--- config.mk ---
export PLATFORM = sky130hd
export DESIGN_NAME = relu_maxpool2x2
export DESIGN_NICKNAME = d
export VERILOG_FILES = /design/src/rtl/relu_maxpool2x2.sv
export SDC_FILE = /design/constraint.sdc
export NUM_CORES = 1
export LEC_CHECK = 0
export CORE_UTILIZATION = 60
export CTS_BUF_LIST = sky130_fd_sc_hd__clkbuf_8
export DETAILED_ROUTE_END_ITERATION = 8
export GPL_ROUTABILITY_DRIVEN = 0
export PLACE_DENSITY = 0.76
export SYNTH_ARGS = -nofsm -noshare
export SYNTH_HDL_FRONTEND = slang
export SYNTH_SLANG_ARGS = --single-unit
--- constraint.sdc ---
create_clock -name clk -period 4.35 [get_ports clk]
set_input_delay 0.87 -clock clk [delete_from_list [all_inputs] [get_ports clk]]
set_output_delay 0.87 -clock clk [all_outputs]
set_load 0.03 [all_outputs]
--- src/rtl/relu_maxpool2x2.sv ---
// ReLU followed by 2x2 stride-2 max pooling on a raster-ordered pixel stream.
// Row-0 horizontal pair maxima park in a half-width line buffer; pooled pixels emerge on row 1 of each pair.
module relu_maxpool2x2 #(
   parameter int DATA_WIDTH = 16,
   parameter int LINE_WIDTH = 64
) (
   input  logic                  clk,
   input  logic                  reset,
   input  logic                  in_valid,
   input  logic [DATA_WIDTH-1:0] in_data,
   input  logic                  in_eol,
   input  logic                  in_eof,
   output logic                  out_valid,
   output logic [DATA_WIDTH-1:0] out_data,
   output logic                  out_eol,
   output logic                  out_eof,
   output logic                  err
);

   // col must be able to hold LINE_WIDTH itself, the saturation value for overlong rows
   localparam int COL_W = $clog2(LINE_WIDTH + 1);
   localparam int AW    = (LINE_WIDTH > 2) ? $clog2(LINE_WIDTH / 2) : 1;
   localparam int DEPTH = LINE_WIDTH / 2;
   localparam logic [COL_W-1:0] COL_SAT  = COL_W'(LINE_WIDTH);
   localparam logic [COL_W-1:0] COL_ONE  = COL_W'(1);
   localparam logic [COL_W-1:0] COL_ZERO = {COL_W{1'b0}};

   function automatic logic [DATA_WIDTH-1:0] relu(input logic [DATA_WIDTH-1:0] v);
      return v[DATA_WIDTH-1] ? {DATA_WIDTH{1'b0}} : v;
   endfunction

   function automatic logic [DATA_WIDTH-1:0] umax(input logic [DATA_WIDTH-1:0] a,
                                                  input logic [DATA_WIDTH-1:0] b);
      return (a > b) ? a : b;
   endfunction

   logic [COL_W-1:0]      col_q, col_d;
   logic                  par_q, par_d;
   logic [DATA_WIDTH-1:0] h_q, h_d;
   logic [DATA_WIDTH-1:0] rd_q, rd_d;
   logic [DATA_WIDTH-1:0] out_data_q, out_data_d;
   logic                  out_valid_q, out_valid_d;
   logic                  out_eol_q, out_eol_d;
   logic                  out_eof_q, out_eof_d;
   logic                  err_q, err_d;
   logic [DATA_WIDTH-1:0] lbuf_q [DEPTH];

   logic                  wr_en_s;
   logic [AW-1:0]         addr_s;
   logic [DATA_WIDTH-1:0] r_s;
   logic [DATA_WIDTH-1:0] m_s;
   logic                  eol_s;

   // Next-state: column/row tracking, pair max, pooled output and framing errors
   always_comb begin
      r_s         = relu(in_data);
      m_s         = umax(h_q, r_s);
      addr_s      = col_q[AW:1];
      eol_s       = in_eol | in_eof;
      col_d       = col_q;
      par_d       = par_q;
      h_d         = h_q;
      rd_d        = rd_q;
      out_data_d  = out_data_q;
      out_valid_d = 1'b0;
      out_eol_d   = 1'b0;
      out_eof_d   = 1'b0;
      err_d       = err_q;
      wr_en_s     = 1'b0;
      if (in_valid) begin
         if (col_q == COL_SAT) begin
            err_d = 1'b1;
         end else if (!col_q[0]) begin
            // even column: the line buffer read for this pair is issued one beat early
            h_d   = r_s;
            rd_d  = lbuf_q[addr_s];
            col_d = col_q + COL_ONE;
            err_d = err_q | eol_s;
         end else begin
            col_d = col_q + COL_ONE;
            if (par_q) begin
               out_valid_d = 1'b1;
               out_data_d  = umax(rd_q, m_s);
               out_eol_d   = eol_s;
               out_eof_d   = in_eof;
            end else begin
               wr_en_s = 1'b1;
            end
         end
         if (in_eof) begin
            col_d = COL_ZERO;
            par_d = 1'b0;
            err_d = err_d | ~par_q;
         end else if (in_eol) begin
            col_d = COL_ZERO;
            par_d = ~par_q;
         end else begin
            par_d = par_q;
         end
      end else begin
         wr_en_s = 1'b0;
      end
   end

   // State and output registers
   always_ff @(posedge clk or negedge reset) begin
      if (!reset) begin
         col_q       <= COL_ZERO;
         par_q       <= 1'b0;
         h_q         <= {DATA_WIDTH{1'b0}};
         rd_q        <= {DATA_WIDTH{1'b0}};
         out_data_q  <= {DATA_WIDTH{1'b0}};
         out_valid_q <= 1'b0;
         out_eol_q   <= 1'b0;
         out_eof_q   <= 1'b0;
         err_q       <= 1'b0;
      end else begin
         col_q       <= col_d;
         par_q       <= par_d;
         h_q         <= h_d;
         rd_q        <= rd_d;
         out_data_q  <= out_data_d;
         out_valid_q <= out_valid_d;
         out_eol_q   <= out_eol_d;
         out_eof_q   <= out_eof_d;
         err_q       <= err_d;
      end
   end

   // Line buffer write port; left unreset so it can map onto RAM
   always_ff @(posedge clk) begin
      if (wr_en_s) begin
         lbuf_q[addr_s] <= m_s;
      end
   end

   assign out_valid = out_valid_q;
   assign out_data  = out_data_q;
   assign out_eol   = out_eol_q;
   assign out_eof   = out_eof_q;
   assign err       = err_q;

endmodule

==> flow_metrics.env <==
export IMPL_post_synth_cell_area_avg_um2=19.36
export IMPL_post_route_cells_drive_above_1_share_pct=29.19
export IMPL_tightest_slew_ns=0.9464
export IMPL_cts_tree="yes"
export IMPL_clock_latency_ns=0.62
export IMPL_run_status="finished clean"
export IMPL_clockPowerShare_pct=33.8
export IMPL_hold_viol_final=0
export IMPL_critical_path_startpoint_type="input pin"
export IMPL_rsz0062_at_grt="no"
export IMPL_worst_ep_required_time_ns=4.83
export IMPL_clock_sinks=537
export IMPL_setup_tns_final_ns=0
export IMPL_pin_count=41
export IMPL_layout_common_cells="sky130_fd_sc_hd__edfxtp_1 (480), sky130_fd_sc_hd__mux4_2 (120), sky130_fd_sc_hd__buf_4 (90)"
export IMPL_netlist_area_mm2=0.02170
export IMPL_drt_pass1_iter_count=5
export IMPL_synth_seq_cells=537
export IMPL_place_port_buffers=39
export IMPL_syn_instance_count=1121
export IMPL_netlist_top_cells_area="sky130_fd_sc_hd__edfxtp_1 (66%), sky130_fd_sc_hd__mux4_2 (12%), sky130_fd_sc_hd__dfrtp_1 (6.6%)"
export IMPL_wire_length_of_the_first_global_routing_pass_mm=71.37
export IMPL_critical_path_class="in2reg"
export IMPL_ys_types=61
export IMPL_p_sw_mw=2.769
export IMPL_power_switching_fraction_pct=24.66
export IMPL_finalCriticalPeriod_ns=4.189
export IMPL_comb_power_share_pct=12.6
export IMPL_fp_dieH_um=192.2
export IMPL_floorplan_initialDensity_pct=61.00
export IMPL_seq_area_frac_synth_pct=73.00
export IMPL_clk_path_buf_depth=3
export IMPL_layout_nets=1345
export IMPL_first_global_vias=11390
export IMPL_clk_pin_slew_ns=0.06
export IMPL_crit_family="compound AO/OA/AOI/OAI gates"
export IMPL_cts_htree_levels=3
export IMPL_critPathLaunch="in_data[5]"
export IMPL_critical_path_max_fanout=13
export IMPL_wirelength_mm=47.91
export IMPL_static_leakage_nw=8.619
export IMPL_critical_path_max_stage_delay_ns=0.51
export IMPL_power_report_internal_total_mw=8.460
export IMPL_async_reset_ff_share_pct=10.61
export IMPL_diodes=0
export IMPL_track_usage_pct=27.26
export IMPL_setup_ws_ns=0.1609
export IMPL_crit_buf_inv=3
export IMPL_die_w_um=192.2
export IMPL_detail_route_antenna_nets=0
export IMPL_worst_path_max_delay_cell="sky130_fd_sc_hd__clkdlybuf4s50_1"
export IMPL_worst_ir_drop_vdd_mv=0.2962
export IMPL_worst_r2r_startpoint="h_q[6]"
export IMPL_report_final_slew_viol_count=0
export IMPL_drt_initial_drc_count=1208
export IMPL_detail_route_vias_per_cell=6.342
export IMPL_finClkSkew_ns=0.01380
export IMPL_timing_critical_path_cells="clkdlybuf4s50_1 -> nand2b_4 -> ha_1 -> a41oi_2 -> o21ai_1 -> a211o_1 -> o21ai_4 -> buf_12 -> mux2_4 -> ha_4 -> a21oi_1 -> o21bai_1 -> or3_1 -> o311a_1 -> buf_4 -> nand2_2 -> o221ai_1"
export IMPL_cts_inserted_buffers=83
export IMPL_detailedPlacementHpwl_mm=30.14
export IMPL_power_per_cell_area_mw_per_mm2=450.5
export IMPL_seq_area_mm2=0.01585
export IMPL_synth_nets=1174
export IMPL_ys_flop_type="sky130_fd_sc_hd__edfxtp_1"
export IMPL_dr_total_vias=11510
export IMPL_yosysTopAreaCell="sky130_fd_sc_hd__edfxtp_1"
export IMPL_setup_viol=0
export IMPL_synth_warnings=0
export IMPL_max_freq_ghz=0.2387
export IMPL_post_place_ws_ns=-0.7809
export IMPL_multi_input_comb_area_mm2=0.005513
export IMPL_synth_largest_type_area_fraction_pct=66.43
export IMPL_mostFrequentLayoutCell="sky130_fd_sc_hd__edfxtp_1"
export IMPL_core_mm2=0.03557
export IMPL_hp_class="in2async"
export IMPL_synth_edf_count=480
export IMPL_post_layout_total_power_mw=11.23
export IMPL_arrival_worst_endpoint_ns=4.67
export IMPL_max_cap_violations=0
export IMPL_post_route_period_util_pct=96.30
export IMPL_rows=69
export IMPL_final_fill_count=2159
export IMPL_grt_antenna_before_repair=0
export IMPL_die_area_mm2=0.03693
export IMPL_overflow=0
export IMPL_setup_worst_path_end_class="flop"
export IMPL_syn_to_final_growth_pct=14.86
export IMPL_avgRoutedWirePerCell_um=26.41
export IMPL_slew_headroom_pct=36.91
export IMPL_route_detailed_drc=0
export IMPL_pwr_share_seq_pct=53.7
export IMPL_cts_root_buffer_cell="sky130_fd_sc_hd__clkbuf_8"
export IMPL_grt_max_degree=117
-- power by group through the flow --
stage	combinational, mW	sequential [mW]	clock, mW
6_report	1.41	6.03	3.79
3_5_place_dp	1.39	6.13	0
5_1_grt	1.52	6.03	4.10
3_3_place_gp	1.35	6.13	0
2_1_floorplan	0.644	6.21	0
4_1_cts	1.40	6.02	3.88
-- Yosys cell counts (2+ instances only) --
cell type	count
sky130_fd_sc_hd__a21o_1	16
sky130_fd_sc_hd__a21oi_1	14
sky130_fd_sc_hd__a221oi_1	3
sky130_fd_sc_hd__a221oi_2	9
sky130_fd_sc_hd__a22o_1	12
sky130_fd_sc_hd__a22oi_1	36
sky130_fd_sc_hd__a31oi_1	12
sky130_fd_sc_hd__and2_1	3
sky130_fd_sc_hd__and3b_1	3
sky130_fd_sc_hd__buf_1	4
sky130_fd_sc_hd__buf_2	22
sky130_fd_sc_hd__buf_4	5
sky130_fd_sc_hd__buf_6	7
sky130_fd_sc_hd__clkbuf_1	20
sky130_fd_sc_hd__dfrtp_1	57
sky130_fd_sc_hd__edfxtp_1	480
sky130_fd_sc_hd__ha_1	32
sky130_fd_sc_hd__inv_1	40
sky130_fd_sc_hd__mux2_2	6
sky130_fd_sc_hd__mux2_4	9
sky130_fd_sc_hd__mux2i_1	2
sky130_fd_sc_hd__mux4_2	120
sky130_fd_sc_hd__nand2_1	43
sky130_fd_sc_hd__nand2b_1	14
sky130_fd_sc_hd__nand3_1	20
sky130_fd_sc_hd__nand3b_1	2
sky130_fd_sc_hd__nand4_1	9
sky130_fd_sc_hd__nand4_2	2
sky130_fd_sc_hd__nor2_1	43
sky130_fd_sc_hd__nor2b_1	5
sky130_fd_sc_hd__nor3_1	5
sky130_fd_sc_hd__o211ai_2	12
sky130_fd_sc_hd__o21ai_0	15
sky130_fd_sc_hd__o21ai_1	4
sky130_fd_sc_hd__o221ai_1	4
sky130_fd_sc_hd__or3_1	3
sky130_fd_sc_hd__or3b_2	2
sky130_fd_sc_hd__xor2_1	3
-- registers in the layout, summed over array words and instances (netlist names) --
register and count:
err 1, h_q 15, col_q 7, out_valid 1, rd_q 15, out_data 15
par_q 1, out_eof 1, lbuf_q 480, out_eol 1
-- through the flow --
| stage | hold slack, ns | util (%) | instances | cell area (µm²) |
|---|---|---|---|---|
| floorplan | 0.4777 | - | 1121 | 21790 |
| global placement | 0.4417 | 65.78 | 1667 | 23400 |
| detailed placement | 0.4583 | 65.78 | 1667 | 23400 |
| CTS | 0.3882 | 69.98 | 1813 | 24890 |
| global route | 0.4668 | 70.07 | 1814 | 24920 |
| finish | 0.4104 | 70.07 | 1814 | 24920 |
-- kinds of logic after synthesis --
family	Yosys count	synth area share, %
compound gates	148	5.455
xor+xnor	3	0.1211
simple gates	163	3.858
buf+inv	99	2.168
mux	138	13.53
fa+ha+maj	32	1.845
flops	537	73.00
other cells	1	0.01728
-- worst reg2reg max path: stages (launching register included) --
cell and delay [ns]:
sky130_fd_sc_hd__dfrtp_1 0.41, sky130_fd_sc_hd__ha_1 0.35, sky130_fd_sc_hd__a21oi_1 0.16, sky130_fd_sc_hd__o21ai_1 0.08
sky130_fd_sc_hd__a211o_1 0.33, sky130_fd_sc_hd__o21ai_4 0.24, sky130_fd_sc_hd__buf_12 0.16, sky130_fd_sc_hd__mux2_4 0.32
sky130_fd_sc_hd__ha_4 0.22, sky130_fd_sc_hd__a21oi_1 0.17, sky130_fd_sc_hd__o21bai_1 0.09, sky130_fd_sc_hd__or3_1 0.37
sky130_fd_sc_hd__o311a_1 0.33, sky130_fd_sc_hd__buf_4 0.20, sky130_fd_sc_hd__nand2_2 0.11, sky130_fd_sc_hd__o221ai_1 0.13
-- routing by layer --
metal | GRT usage [%] | routed length [µm]
met2 | 40.83 | 22400
met4 | 11.08 | 1571
met3 | 4.988 | 4156
met1 | 39.99 | 19710
met5 | 1.511 | 73
-- path summary, 6_finish.rpt --
kind	to	cells past startpoint	slack [ns]
hold reg to reg	err	1	0.47
max in group asynchronous	out_data[5]	2	3.15
setup reg to reg	out_data[0]	15	0.56
min in group clk	err	1	0.47
hold / removal	h_q[10]	1	0.41
setup / recovery	out_data[0]	17	0.16
-- final cells by class --
cell class | instances | area share (%)
tap | 461 | 2.314
clock inverter | 59 | 1.195
clock buffer | 87 | 4.804
multi-input combinational | 486 | 22.12
timing repair buffer | 143 | 5.362
sequential | 537 | 63.59
inverter | 41 | 0.6175
-- repair_timing --
action,4_1_cts,5_1_grt
resized for setup,1,7
gates cloned,0,1
hold buffers,0,0
pin swaps,0,2
buffers inserted,0,0
setup endpoints to repair,15,5
Note: power is estimated with default switching activity, not from simulation.
